==> src/rtl/apb_regfile_pkg.sv <==
// rtl/apb_regfile_pkg.sv - shared FSM states, register map and ID constant for the APB register file
package apb_regfile_pkg;

  typedef enum logic [0:0] {
    IDLE   = 1'b0,
    ACCESS = 1'b1
  } state_e;

  localparam logic [2:0]  REG_ID       = 3'd0;
  localparam logic [2:0]  REG_STAT     = 3'd1;
  localparam logic [2:0]  REG_FIRST_RW = 3'd2;
  localparam logic [2:0]  REG_LAST_RW  = 3'd7;
  localparam logic [31:0] ID_DEFAULT   = 32'hA2B0_0012;
  localparam int          WAIT_W       = 4;

  // Only word-aligned offsets inside the 32-byte window decode to a register.
  function automatic logic addr_is_bad(input logic [11:0] addr);
    return (addr[1:0] != 2'b00) || (addr[11:5] != 7'd0);
  endfunction

endpackage

==> src/rtl/apb_wait_counter.sv <==
// rtl/apb_wait_counter.sv - loadable down-counter that paces ACCESS wait states
module apb_wait_counter
  import apb_regfile_pkg::*;
#(
  parameter int WIDTH = WAIT_W
) (
  input  logic             i_clk,
  input  logic             i_reset,
  input  logic             i_load,
  input  logic [WIDTH-1:0] i_load_value,
  input  logic             i_dec,
  output logic [WIDTH-1:0] o_value,
  output logic             o_zero
);

  logic [WIDTH-1:0] r_value;

  always_ff @(posedge i_clk) begin
    if (i_reset) begin
      r_value <= '0;
    end else if (i_load) begin
      r_value <= i_load_value;
    end else if (i_dec && (r_value != '0)) begin
      r_value <= r_value - 1'b1;
    end
  end

  assign o_value = r_value;
  assign o_zero  = (r_value == '0);

endmodule

==> src/rtl/apb_slave_regfile.sv <==
// rtl/apb_slave_regfile.sv - APB responder: read-only ID, sticky abort status, six read/write registers
module apb_slave_regfile
  import apb_regfile_pkg::*;
#(
  parameter int unsigned SEL_INDEX   = 0,
  parameter int unsigned WAIT_STATES = 1,
  parameter logic [31:0] ID_VALUE    = ID_DEFAULT
) (
  input  logic        Hclk,
  input  logic        Hreset,
  input  logic [2:0]  Pselx,
  input  logic        Penable,
  input  logic        Pwrite,
  input  logic [31:0] Paddr,
  input  logic [31:0] Pwdata,
  output logic [31:0] Prdata,
  output logic        Pready,
  output logic        Pslverr
);

  localparam logic [1:0]        SEL_BIT   = SEL_INDEX[1:0];
  localparam logic [WAIT_W-1:0] WAIT_LOAD = WAIT_W'(WAIT_STATES);

  state_e      r_state;
  logic [11:0] r_addr;
  logic        r_write;
  logic [31:0] r_wdata;
  logic [31:0] r_regs [REG_FIRST_RW:REG_LAST_RW];
  logic        r_stat_abort;

  logic              w_sel;
  logic              w_setup;
  logic              w_in_access;
  logic              w_abort;
  logic              w_complete;
  logic              w_cnt_zero;
  logic              w_addr_err;
  logic              w_slverr;
  logic              w_wr_en;
  logic [2:0]        w_idx;
  logic [31:0]       w_rd_value;
  logic [WAIT_W-1:0] w_unused_cnt;
  logic              w_unused_bits;

  assign w_sel         = Pselx[SEL_BIT];
  assign w_unused_bits = ^{Paddr[31:12], Pselx};

  assign w_in_access = (r_state == ACCESS);
  assign w_setup     = !Hreset && (r_state == IDLE) && w_sel && !Penable;
  assign w_abort     = w_in_access && !(w_sel && Penable);
  assign w_complete  = !Hreset && w_in_access && w_cnt_zero && w_sel && Penable;

  assign w_idx      = r_addr[4:2];
  assign w_addr_err = addr_is_bad(r_addr);
  // The ID register is read-only, so a write to it is reported like a decode error.
  assign w_slverr   = w_addr_err || (r_write && (w_idx == REG_ID));
  assign w_wr_en    = w_complete && r_write && !w_slverr;

  apb_wait_counter #(
    .WIDTH (WAIT_W)
  ) u_wait_counter (
    .i_clk        (Hclk),
    .i_reset      (Hreset),
    .i_load       (w_setup),
    .i_load_value (WAIT_LOAD),
    .i_dec        (w_in_access),
    .o_value      (w_unused_cnt),
    .o_zero       (w_cnt_zero)
  );

  always_comb begin
    w_rd_value = '0;
    case (w_idx)
      REG_ID:   w_rd_value = ID_VALUE;
      REG_STAT: w_rd_value = {31'd0, r_stat_abort};
      default:  w_rd_value = r_regs[w_idx];
    endcase
  end

  always_ff @(posedge Hclk) begin
    if (Hreset) begin
      r_state      <= IDLE;
      r_addr       <= '0;
      r_write      <= 1'b0;
      r_wdata      <= '0;
      r_stat_abort <= 1'b0;
      for (int i = 2; i < 8; i++) begin
        r_regs[3'(i)] <= '0;
      end
    end else begin
      case (r_state)
        IDLE: begin
          if (w_setup) begin
            r_state <= ACCESS;
            r_addr  <= Paddr[11:0];
            r_write <= Pwrite;
            r_wdata <= Pwdata;
          end
        end
        ACCESS: begin
          if (w_abort || w_complete) begin
            r_state <= IDLE;
          end
        end
        default: r_state <= IDLE;
      endcase

      if (w_wr_en && (w_idx >= REG_FIRST_RW)) begin
        r_regs[w_idx] <= r_wdata;
      end

      // A same-cycle abort wins over a write-one-to-clear.
      if (w_abort) begin
        r_stat_abort <= 1'b1;
      end else if (w_wr_en && (w_idx == REG_STAT) && r_wdata[0]) begin
        r_stat_abort <= 1'b0;
      end
    end
  end

  assign Pready  = w_complete;
  assign Pslverr = w_complete && w_slverr;
  assign Prdata  = (w_complete && !r_write && !w_slverr) ? w_rd_value : '0;

endmodule

==> config.mk <==
export PLATFORM = sky130hd
export DESIGN_NAME = apb_slave_regfile
export DESIGN_NICKNAME = d
export VERILOG_FILES = /design/src/rtl/apb_regfile_pkg.sv /design/src/rtl/apb_wait_counter.sv /design/src/rtl/apb_slave_regfile.sv
export SDC_FILE = /design/constraint.sdc
export NUM_CORES = 1
export LEC_CHECK = 0
export CAP_MARGIN = 30
export CORE_MARGIN = 5
export CORE_UTILIZATION = 51
export DETAILED_ROUTE_END_ITERATION = 16
export GPL_TIMING_DRIVEN = 0
export PLACE_DENSITY = 0.71
export SLEW_MARGIN = 20
export SYNTH_ARGS = -nofsm -noshare
export SYNTH_HDL_FRONTEND = slang
export SYNTH_HIERARCHICAL = 1
export SYNTH_SLANG_ARGS = --single-unit
export TNS_END_PERCENT = 10
==> constraint.sdc <==
create_clock -name Hclk -period 8.91 [get_ports Hclk]
set_clock_uncertainty 0.15 [all_clocks]
set_input_delay 1.782 -clock Hclk [delete_from_list [all_inputs] [get_ports Hclk]]
set_output_delay 1.782 -clock Hclk [all_outputs]
set_load 0.01 [all_outputs]
=== Word level (Yosys, flattened, before mapping) ===
Memories as Yosys holds them, arrays and structs flattened. A register that Yosys moved wholly into a read port is not among the register bits.
Index checks and enable logic that the tools add are counted.
Widths: inputs -> output; s select.

* Add/sub/neg operators: 1
* $lt $le $gt $ge: 1
* Equality and inequality tests: 1
* Mux-type cells: 19
* Bitwise operators: 1
* Reduce and logical (&&, ||, !) cells: 37

{| class="wikitable"
|+ Operators with widths
! kind !! count
|-
| $mux 32 || 2
|-
| $pmux 32 s2 || 1
|-
| $reduce_or 32->1 || 1
|-
| $logic_and 1x1->1 || 19
|-
| $mux 1 || 12
|-
| $mux 3 || 3
|-
| $reduce_bool 7->1 || 1
|-
| $reduce_bool 2->1 || 3
|-
| $logic_not 1->1 || 5
|-
| $logic_not 4->1 || 1
|-
| $reduce_bool 4->1 || 1
|-
| $sub 4x1->4 const B || 1
|-
| $eq 3x1->1 const B || 1
|-
| $ge 3x2->1 const B || 1
|-
| $logic_not 3->1 || 1
|-
| $logic_or 1x1->1 || 3
|-
| $pmux 1 s2 || 1
|-
| $reduce_and 2->1 || 1
|-
| $reduce_or 2->1 || 1
|-
| $not 1->1 || 1
|}

* Flip-flop bits (word level): 51
* RAM bits: 192
* Input port bits: 71
* Output and inout port bits: 34
* Logic and storage cells: 68
* Memories: 1

{| class="wikitable"
|+ Memory list
! name !! words !! width !! read ports !! clocked after Yosys merged registers in !! wr ports !! line !! RTL
|-
| r_regs || 6 || 32 || 1 || 1 || 6 || apb_slave_regfile.sv:28 || <nowiki>logic [31:0] r_regs [REG_FIRST_RW:REG_LAST_RW];</nowiki>
|}

=== Logic depth before layout (Yosys ltp) ===
Gate-level depths: netlist of the first run.

* Word-level depth: 13
* Depth in mapped cells: 10
* Mapped depth without buffers: 8

=== Hierarchy ===
The synthesis of the first run kept the hierarchy.

{| class="wikitable"
|+ Modules (own cells, without submodules)
! module !! times used !! cells each !! area each (um2) !! sequential area each (um2)
|-
| apb_slave_regfile || 1 || 890 || 13196.4 || 8688.3
|-
| apb_wait_counter || 1 || 29 || 262.8 || 80.1
|}

=== Worst setup path after synthesis of the first run ===
Ideal clock, no wire load.

* Kind: input port to output port
* Start: in Hreset
* End: out Prdata[10]
* Data arrival time: 2.814 ns
* Required time: 6.978 ns
* Slack: 4.164 ns
* Cell stages on the path: 5
* Buffers on the path: 1
* Path through: nand2b_1 -> nor3_1 -> nand3b_1 -> clkbuf_1 -> nor2_1

* Cells in the longest elaborated chain, start to end: 8

{| class="wikitable"
|+ Ends and longest elaborated chain
! item !! line !! RTL
|-
| start: declaration || apb_slave_regfile.sv:10 || <nowiki>input logic Hreset,</nowiki>
|-
| $logic_not 1->1 || apb_slave_regfile.sv:51 || <nowiki>assign w_complete = !Hreset && w_in_access && w_cnt_zero && w_sel && Penable;</nowiki>
|-
| $logic_and 1x1->1 (4 in series) || apb_slave_regfile.sv:51 ||
|-
| $logic_and 1x1->1 (2 in series) || apb_slave_regfile.sv:123 || <nowiki>assign Prdata = (w_complete && !r_write && !w_slverr) ? w_rd_value : '0;</nowiki>
|-
| $mux 32 || apb_slave_regfile.sv:123 ||
|-
| end: declaration || apb_slave_regfile.sv:16 || <nowiki>output logic [31:0] Prdata,</nowiki>
|}

No other way between the ends.

=== Final worst setup path of the first run ===
* Start: in Hreset
* End: out Prdata[30]

The elaborated chain is that of the path after synthesis.

==> reports/results.ini, run 1 <==
[outcome]
status = finished, final reports clean

[global_routing]
grt_overflow = 0
grt_pass1_vias = 7910
grt_max_degree = 19
grt_pass1_wl_um = 44900
antenna_found_initial = 0
grt_use_total = 0.197

[clock_network]
cts_tree = yes
cts_num_sinks = 310
clk_latency_ns = 0.54
cts-buffers-inserted = 31
postCtsSetupRepairBufs = 0
ctsHtreeMaxLevel = 1
clockBufferDepth = 3
clk_transition_reported_paths_ns = 0.06
cts_hold_buf = 0
clockRootBuffer = clkbuf_16
post_cts_resized = 0

[critical_path]
crit_top_cell = clkdlybuf4s50_1
worstPathCellList = clkdlybuf4s50_1 > nand2b_1 > nor3_1 > nand3b_1 > clkbuf_1 > nor2_1 > clkdlybuf4s50_1
critPathCaptureType = output port
cp_max_fo = 15
worstSetupPathType = primary input to output port
worstPathArrival_ns = 4.80
crit_required_ns = 6.98
cp-start-kind = primary input
cpPeakStageDelay_ns = 0.72
worst_path_max_delay_cell = clkdlybuf4s50_1

[drt]
drtIter0Drc = 572
met3_length_um = 1560
vias = 7722
dr_wl_met2_um = 14000
first_pass_iters = 5
drt-total-wl_um = 28900
remaining_drc_errors = 0
ant_nets = 0
wl_per_cell_um = 19.7
avgViaCountPerCell = 5.27
top_layer = met4
wl_met1_um = 12700

[synthesis]
syn_area_um2 = 13500
yosys.area.top_type = edfxtp_1
async_reset_ff_frac = 0
post_synth.cell_area_avg_um2 = 14.6
synth.yosys.seq_area_share = 0.651
ys_ff_latch = 310
postSynthCellCount = 919
synth_area_leaders = edfxtp_1, mux4_2, and2_1
synthFlopType = edfxtp_1
synth_top_area_frac = 0.571
synth_most_common_cell = edfxtp_1
synth_edf_count = 256
synth_common_cells = edfxtp_1, and2_1, mux4_2
ys_types = 42
synth_warnings = 6

[power]
combPwrFrac = 0.064
switching_share = 0.214
vdd.ir_drop.worst_uv = 129
p_seq_frac = 0.539
total_leakage_power_nw = 5.75
powerDensity_nw_per_um2 = 192
p_int_w = 0.00242
p_clk_frac = 0.397
p_total_w = 0.00308
p_switching_w = 0.000661

[floorplan]
die_h_um = 172
die_x_um = 172
core-area_um2 = 26100
row_count = 59
ios = 105
die_area_um2 = 29700
initial_core_util = 0.516

[sta]
timing.final.ws_setup_ns = 2.18
hold_ws_ns = 0.326
tightestPinTransition_ns = 0.878
fin_crit_ns = 6.73
relSlewSlack = 0.415
fin_crit_sh = 0.756
slew_viol_final = 0
fin_tns_setup_ns = 0
grt_setup_unrepaired = no
fmax_mhz = 149
hold_viol = 0
setup_violations = 0

[cells_and_area]
diodes = 0
multi_input_area_um2 = 4600
drive_gt1_frac = 0.135
regArea_um2 = 8770
fillers = 2017
final_nets = 1179
area_growth_pct = 19.5

[worst_hold_path]
min_path_type = flip-flop to flip-flop

[placed_design]
portBuffers = 82
place_hpwl_um = 19300
dp_slack_ns = 2.14
gp_congestion = 0.773

[flow_run]
cap_violations = 0

==> placed cells by master (no fill, tap or decap), drive strengths merged, types with 2 or more instances in the layout <==
cell | synthesis | final
mux4 | 56 | 56
o21ai | 46 | 46
edfxtp | 256 | 256
a311oi | 2 | 2
mux2i | 41 | 41
nor2 | 43 | 43
o22ai | 8 | 8
dfxtp | 54 | 54
nand3b | 2 | 2
clkinv | 0 | 7
or2 | 6 | 6
nand2 | 55 | 55
and2 | 193 | 193
clkdlybuf4s50 | 0 | 82
buf | 33 | 40
nand3 | 4 | 4
nor3 | 11 | 11
conb | 2 | 68
inv | 6 | 7
clkbuf | 22 | 70
nor4b | 2 | 2
nor4 | 6 | 6
or4 | 2 | 2
nand2b | 47 | 47
nor2b | 8 | 8
==> cells by family (layout without fill, tap and decap cells) <==
family	Yosys count	count (layout)	synth area share
simple gates	385	385	0.170
flops	310	310	0.651
mux	97	97	0.124
compound gates	63	63	0.0276
buf+inv	61	207	0.0256
other cells	2	68	0.000558
fa+ha+maj	1	1	0.000929
==> metal layers <==
layer,GRT usage,vias to the layer above
met1,0.283,3808
li1,-,3653
met5,0,-
met4,0.0468,0
met2,0.326,219
met3,0.0251,42
==> flip-flops by register name, indices dropped and copies added (netlist names), named ones only <==
name                    flops
r_addr                     12
r_regs                    256
r_stat_abort                1
r_state                     1
r_wdata                    32
r_write                     1
u_wait_counter/o_value      4
==> final cells by class <==
| class | count | share of cell area |
|---|---|---|
| Inverter | 6 | 0.00140 |
| Buffer | 55 | 0.0200 |
| Clock inverter | 9 | 0.00288 |
| Tap cell | 335 | 0.0261 |
| Clock buffer | 48 | 0.0566 |
| Sequential cell | 310 | 0.545 |
| Timing Repair Buffer | 89 | 0.0618 |
| Multi-Input combinational cell | 614 | 0.286 |
==> stage by stage <==
step	cells	util	area (µm²)
final	1466	0.617	16100
after CTS	1466	0.617	16100
after global placement	1402	0.574	14900
after global routing	1466	0.617	16100
after floorplan	985	-	13700
after detailed placement	1409	0.580	15100
==> power by group through the flow <==
stage          combinational [W]  sequential, W  clock [W]
2_1_floorplan           0.000125        0.00168          0
6_report                0.000198        0.00166    0.00122
3_5_place_dp            0.000199        0.00169          0
3_3_place_gp            0.000187        0.00169          0
4_1_cts                 0.000200        0.00166    0.00123
5_1_grt                 0.000215        0.00167    0.00131
==> worst max-delay path: cells and delay by family <==
family | cells | cell delay [ns]
buffers and inverters | 3 | 1.69
and+or+nand+nor | 4 | 1.32
==> path summary, 6_finish.rpt <==
check / start / end / slack, ns / cells past startpoint
setup / recovery: Hreset / Prdata[30] / 2.18 / 7
hold reg to reg: r_addr[1] / r_addr[1] / 0.33 / 2
hold / removal: r_addr[1] / r_addr[1] / 0.33 / 2
setup reg to reg: u_wait_counter/o_value[1] / r_regs[3][14] / 5.11 / 10
Power figures use the tool's default switching activity.
==> run 2: changes to the inputs <==
--- a/config.mk
+++ b/config.mk
@@ -10,7 +10,7 @@
 export CORE_UTILIZATION = 51
 export DETAILED_ROUTE_END_ITERATION = 16
 export GPL_TIMING_DRIVEN = 0
-export PLACE_DENSITY = 0.71
+export PLACE_DENSITY = 0.74
 export SLEW_MARGIN = 20
 export SYNTH_ARGS = -nofsm -noshare
 export SYNTH_HDL_FRONTEND = slang
==> constraint.sdc (replaced) <==
create_clock -name Hclk -period 5.4 [get_ports Hclk]
set_clock_uncertainty 0.15 [all_clocks]
set_input_delay 1.08 -clock Hclk [delete_from_list [all_inputs] [get_ports Hclk]]
set_output_delay 1.08 -clock Hclk [all_outputs]
set_load 0.01 [all_outputs]
==> run 2 against run 1 <==
  * Clock power increased by 61%
  * Flip-flop and latch count unchanged
  * Non-clock buffer count unchanged
  * Via count increased by 2.1%
  * Design area decreased by 0.31%
  * Clock-buffer cell count increased by 2
  * Global-route usage increased by 0.54 points
  * Sequential power increased by 65%
  * Die area unchanged
  * Routed wire length increased by 1.5%
  * Setup slack got worse by 1.8 ns
  * Largest cell class unchanged
==> reports/results.ini, run 2 (synthesized netlist as in run 1, its figures left out) <==
[floorplan]
row_count = 59  ; unchanged
die_x_um = 172  ; unchanged
die_h_um = 172  ; unchanged
die_area_um2 = 29700  ; unchanged
core-area_um2 = 26100  ; unchanged
ios = 105  ; unchanged
initial_core_util = 0.516  ; unchanged

[clock_network]
clk_transition_reported_paths_ns = 0.06  ; about the same
cts-buffers-inserted = 31  ; unchanged
cts_hold_buf = 0  ; unchanged
ctsHtreeMaxLevel = 1  ; unchanged
cts_num_sinks = 310  ; unchanged
clockBufferDepth = 3  ; unchanged
post_cts_resized = 0  ; unchanged
postCtsSetupRepairBufs = 0  ; unchanged
cts_tree = yes
clockRootBuffer = clkbuf_16
clk_latency_ns = 0.56  ; +0.02 ns

[cells_and_area]
regMostFlops = r_regs
layout_commonest_cell = edfxtp_1
final_nets = 1179  ; unchanged
most-common-layout-cells = edfxtp_1, and2_1, clkdlybuf4s50_1
diodes = 0  ; unchanged
fillers = 1966  ; -2.5%
drive_gt1_frac = 0.134  ; -0.00165
fin_util = 0.615  ; -0.00192
largest_reg_flops = 256  ; unchanged
top_regs = r_regs: 256 flops, r_wdata: 32 flops, r_addr: 12 flops
fin_cells = 1465  ; -0.068%
area_growth_pct = 19.1

[placed_design]
gp_congestion = 0.785  ; +1.6%
dp_cells = 1409  ; unchanged
portBuffers = 82  ; unchanged
place_hpwl_um = 19500  ; +1.0%
dp_slack_ns = 0.0197  ; -2.12 ns

[sta]
relSlewSlack = 0.388  ; -0.0263
fin_crit_ns = 5.00
fin_crit_sh = 0.926
hold_viol = 0  ; unchanged
timing.final.ws_setup_ns = 0.399  ; -1.78 ns
fmax_mhz = 200
setup_violations = 0  ; unchanged
hold_ws_ns = 0.326  ; +0.000573 ns
grt_setup_unrepaired = no
slew_viol_final = 0  ; unchanged
tightestPinTransition_ns = 0.917  ; +0.0394 ns

[global_routing]
grt_overflow = 0  ; unchanged
grt_use_total = 0.203  ; +0.00536
antenna_found_initial = 0  ; unchanged
grt_max_degree = 27  ; +8
grt_pass1_vias = 8302  ; +5.0%
grt_pass1_wl_um = 46000  ; +2.6%

[power]
vdd.ir_drop.worst_uv = 211  ; +63%
powerDensity_nw_per_um2 = 314  ; +64%
p_int_w = 0.00395  ; +63%
p_switching_w = 0.00109  ; +65%
combPwrFrac = 0.065  ; about the same
total_leakage_power_nw = 5.73  ; -0.19%
p_clk_frac = 0.391  ; -0.006
p_seq_frac = 0.544  ; +0.005
switching_share = 0.216  ; +0.00169

[drt]
drt-total-wl_um = 29300  ; +1.5%
wl_per_cell_um = 20.0  ; +1.6%
ant_nets = 0  ; unchanged
remaining_drc_errors = 0  ; unchanged
avgViaCountPerCell = 5.38  ; +2.2%
first_pass_iters = 6  ; +1
drtIter0Drc = 557  ; -2.6%
vias = 7883  ; +2.1%

[critical_path]
crit_required_ns = 4.17  ; -2.81 ns
cp-start-kind = flip-flop
worstPathArrival_ns = 3.77  ; -1.03 ns
cp_max_fo = 10  ; -5
crit_buf_inv = 4  ; +1
worst_path_max_delay_cell = buf_1
critPathCaptureType = output port
worstSetupPathType = flip-flop to output port
worstPathCellList = clkbuf_2 > clkbuf_1 > buf_1 > mux4_2 > mux2i_1 > nor2_1 > clkdlybuf4s50_1
cp_top_family = buffers and inverters
cpPeakStageDelay_ns = 0.63  ; -0.09 ns

[worst_hold_path]
min_path_type = flip-flop to flip-flop

[flow_run]
cap_violations = 0  ; unchanged

[outcome]
status = finished, final reports clean

[run 2: per-layer routing]
| layer | routed length [µm] | up-vias | global-route usage |
|---|---|---|---|
| li1 | - | 3643 | - |
| met1 | 12500 | 3952 | 0.277 |
| met2 | 14400 | 235 | 0.339 |
| met3 | 1720 | 53 | 0.0299 |
| met4 | 800 | 0 | 0.0632 |
| met5 | 0 | - | 0 |
[run 2: final timing paths]
| path | start | endpoint | slack (ns) | depth (start not counted) |
|---|---|---|---|---|
| max | flip-flop | Prdata[2] | 0.40 | 7 |
| min | r_addr[6] | r_addr[6] | 0.33 | 2 |
| max reg2reg | u_wait_counter/o_value[1] | r_regs[2][15] | 1.61 | 10 |
| min reg2reg | r_addr[6] | r_addr[6] | 0.33 | 2 |
[run 2: cell type report]
class | count | area, µm² | area share
buffer | 55 | 324 | 0.0202
clock buffer | 50 | 877 | 0.0547
clock inverter | 6 | 38.8 | 0.00242
inverter | 6 | 22.5 | 0.00140
multi-input combinational | 614 | 4600 | 0.287
sequential | 310 | 8770 | 0.547
tap | 335 | 419 | 0.0261
timing repair buffer | 89 | 981 | 0.0612
[run 2: metrics by stage]
stage               instance area, µm²  setup TNS, ns  total power (W)
floorplan                        13700              0          0.00298
global placement                 14900          -2.29          0.00310
detailed placement               15100              0          0.00312
CTS                              16000              0          0.00507
global route                     16000              0          0.00520
finish                           16000              0          0.00504
[run 2: tightest hold or removal path, stage by stage, from the launching register on]
cell and delay, ns:
dfxtp_1 0.31, nand2b_1 0.06, o21ai_0 0.06
[run 2: power by group through the flow]
stage / logic [W] / registers, W / clock network, W
4_1_cts: 0.000329 / 0.00274 / 0.00200
3_3_place_gp: 0.000308 / 0.00279 / 0
6_report: 0.000327 / 0.00274 / 0.00197
5_1_grt: 0.000356 / 0.00275 / 0.00209
3_5_place_dp: 0.000327 / 0.00279 / 0
2_1_floorplan: 0.000207 / 0.00277 / 0
==> run 3: changes to the inputs <==
--- a/config.mk
+++ b/config.mk
@@ -8,9 +8,10 @@
 export CAP_MARGIN = 30
 export CORE_MARGIN = 5
 export CORE_UTILIZATION = 51
+export CTS_CLUSTER_DIAMETER = 50
 export DETAILED_ROUTE_END_ITERATION = 16
 export GPL_TIMING_DRIVEN = 0
-export PLACE_DENSITY = 0.74
+export PLACE_DENSITY = 0.71
 export SLEW_MARGIN = 20
 export SYNTH_ARGS = -nofsm -noshare
 export SYNTH_HDL_FRONTEND = slang
==> constraint.sdc (replaced) <==
create_clock -name Hclk -period 5.16 [get_ports Hclk]
set_clock_uncertainty 0.15 [all_clocks]
set_input_delay 1.032 -clock Hclk [delete_from_list [all_inputs] [get_ports Hclk]]
set_output_delay 1.032 -clock Hclk [all_outputs]
set_load 0.01 [all_outputs]
==> run 3 against run 2 <==
  * Sequential power increased by 5%
  * Register-to-register slack lost 0.22 ns
  * Design area is 0.34% higher
  * Routed wire length fell by 2.0%
  * Flip-flop and latch count unchanged
  * Critical path type unchanged
  * Utilization up 0.21 points
  * Global-route usage fell by 0.57 points
  * Setup slack got worse by 0.12 ns
==> reports/results.ini, run 3 (synthesized netlist as in run 1, its figures left out) <==
[worst_hold_path]
min_path_type = flip-flop to flip-flop
worstHoldStart = r_addr[1]
min_path_cells = 2  ; unchanged
min_to = r_addr[1]

[floorplan]
core-area_um2 = 26100  ; unchanged
ios = 105  ; unchanged
die_x_um = 172  ; unchanged
row_count = 59  ; unchanged
die_area_um2 = 29700  ; unchanged
initial_core_util = 0.516  ; unchanged
die_h_um = 172  ; unchanged

[placed_design]
place_hpwl_um = 19300  ; -1.0%
dpl_cell_area_um2 = 15100  ; about the same
gp_congestion = 0.773  ; -1.5%
portBuffers = 82  ; unchanged

[critical_path]
cp_max_fo = 10  ; unchanged
reg2reg_from = u_wait_counter/o_value[1]
cp-start-kind = flip-flop
worstPathArrival_ns = 3.70  ; -0.07 ns
ff2ff_setup_slack_ns = 1.39  ; -0.22 ns
worst-r2r-cell-count = 10  ; unchanged
r2r_end = r_regs[2][14]
worstSetupPathType = flip-flop to output port
critPathCaptureType = output port
crit_required_ns = 3.98  ; -0.19 ns

[clock_network]
clockRootBuffer = clkbuf_16
clockBufferDepth = 3  ; unchanged
postCtsSetupRepairBufs = 0  ; unchanged
cts-buffers-inserted = 31  ; unchanged
cts_tree = yes
clk_transition_reported_paths_ns = 0.06  ; about the same
clk_latency_ns = 0.54  ; -0.02 ns
ctsHtreeMaxLevel = 1  ; unchanged
cts_num_sinks = 310  ; unchanged

[cells_and_area]
diodes = 0  ; unchanged
layout_commonest_cell = edfxtp_1
regMostFlops = r_regs
most-common-layout-cells = edfxtp_1, and2_1, clkdlybuf4s50_1
final_nets = 1179  ; unchanged
drive_gt1_frac = 0.139  ; +0.00519
largest_reg_flops = 256  ; unchanged
top_regs = r_regs: 256 flops, r_wdata: 32 flops, r_addr: 12 flops
area_growth_pct = 19.5
finalInstanceArea_um2 = 16100  ; +0.34%

[sta]
fmax_mhz = 205
hold_ws_ns = 0.325  ; -0.00119 ns
setup_violations = 0  ; unchanged
fin_crit_sh = 0.946
fin_crit_ns = 4.88
relSlewSlack = 0.407  ; +0.0190
hold_viol = 0  ; unchanged
tightestPinTransition_ns = 0.889  ; -0.0284 ns
grt_setup_unrepaired = no
slew_viol_final = 0  ; unchanged

[flow_run]
cap_violations = 0  ; unchanged

[drt]
wl_per_cell_um = 19.6  ; -2.0%
remaining_drc_errors = 0  ; unchanged
avgViaCountPerCell = 5.27  ; -2.0%
first_pass_iters = 5  ; -1
drtIter0Drc = 543  ; -2.5%
drt-total-wl_um = 28800  ; -2.0%
ant_nets = 0  ; unchanged
vias = 7733  ; -1.9%

[global_routing]
grt_max_degree = 19  ; -30%
grt_pass1_wl_um = 44800  ; -2.7%
grt_pass1_vias = 7898  ; -4.9%
antenna_found_initial = 0  ; unchanged
grt_use_total = 0.197  ; -0.00573
grt_overflow = 0  ; unchanged

[power]
total_leakage_power_nw = 5.76  ; +0.52%
powerDensity_nw_per_um2 = 331  ; +5.2%
vdd.ir_drop.worst_uv = 245  ; +16%

[outcome]
status = finished, final reports clean

==> run 3: cell type report <==
class | instances | area [µm²]
Fill cell | 2018 | 9970
Sequential cell | 310 | 8770
Multi-Input combinational cell | 614 | 4600
Timing Repair Buffer | 89 | 992
Clock buffer | 48 | 910
Tap cell | 335 | 419
Buffer | 55 | 327
Clock inverter | 9 | 47.5
Inverter | 6 | 22.5
==> run 3: how the worst max path moves through the flow <==
stage / from / to / slack [ns] / cells after the start
after floorplan: Hreset / r_regs[2][0] / 1.60 / 5
after global placement: Hreset / r_regs[2][14] / -0.30 / 6
after global routing: u_wait_counter/o_value[1] / Prdata[9] / 0.01 / 10
after CTS: flip-flop / Prdata[6] / 0.002 / 7
final: u_wait_counter/o_value[1] / Prdata[13] / 0.28 / 10
after detailed placement: Hreset / Prdata[28] / -0.11 / 7
==> run 3: per-layer routing <==
| layer | up-vias | track usage | share of wire |
|---|---|---|---|
| li1 | 3655 | - | - |
| met3 | 39 | 0.0238 | 0.049 |
| met2 | 204 | 0.326 | 0.49 |
| met4 | 0 | 0.0458 | 0.020 |
| met1 | 3835 | 0.283 | 0.44 |
| met5 | - | 0 | 0 |
==> run 3: worst max-delay path, cell delays in order (launching register included) <==
cell and delay (ns):
dfxtp_1 0.32, inv_1 0.11, ha_1 0.22, or3b_4 0.44
inv_1 0.10, nand3_1 0.12, nor3_1 0.31, nand3b_1 0.37
clkbuf_1 0.41, nor2_1 0.20, clkdlybuf4s50_1 0.56
==> run 3: timing repair <==
item	CTS	global route
endpoints found under the setup margin	22	20
hold buffers	0	0
resized for setup	3	3
==> run 3: power breakdown <==
part | total (W) | internal [W] | switching (W)
combinational | 0.000341 | 0.000165 | 0.000176
sequential | 0.00287 | 0.00281 | 0.0000580
clock | 0.00211 | 0.00121 | 0.000901
==> run 3: through the flow <==
step	power (W)	utilization	TNS (ns)	setup slack, ns	instances
after floorplan	0.00312	-	0	1.60	985
after global placement	0.00324	0.574	-27.35	-0.304	1402
after detailed placement	0.00327	0.580	-1.04	-0.113	1409
after CTS	0.00534	0.617	0	0.00189	1466
after global routing	0.00551	0.617	0	0.0100	1466
final	0.00532	0.617	0	0.279	1466
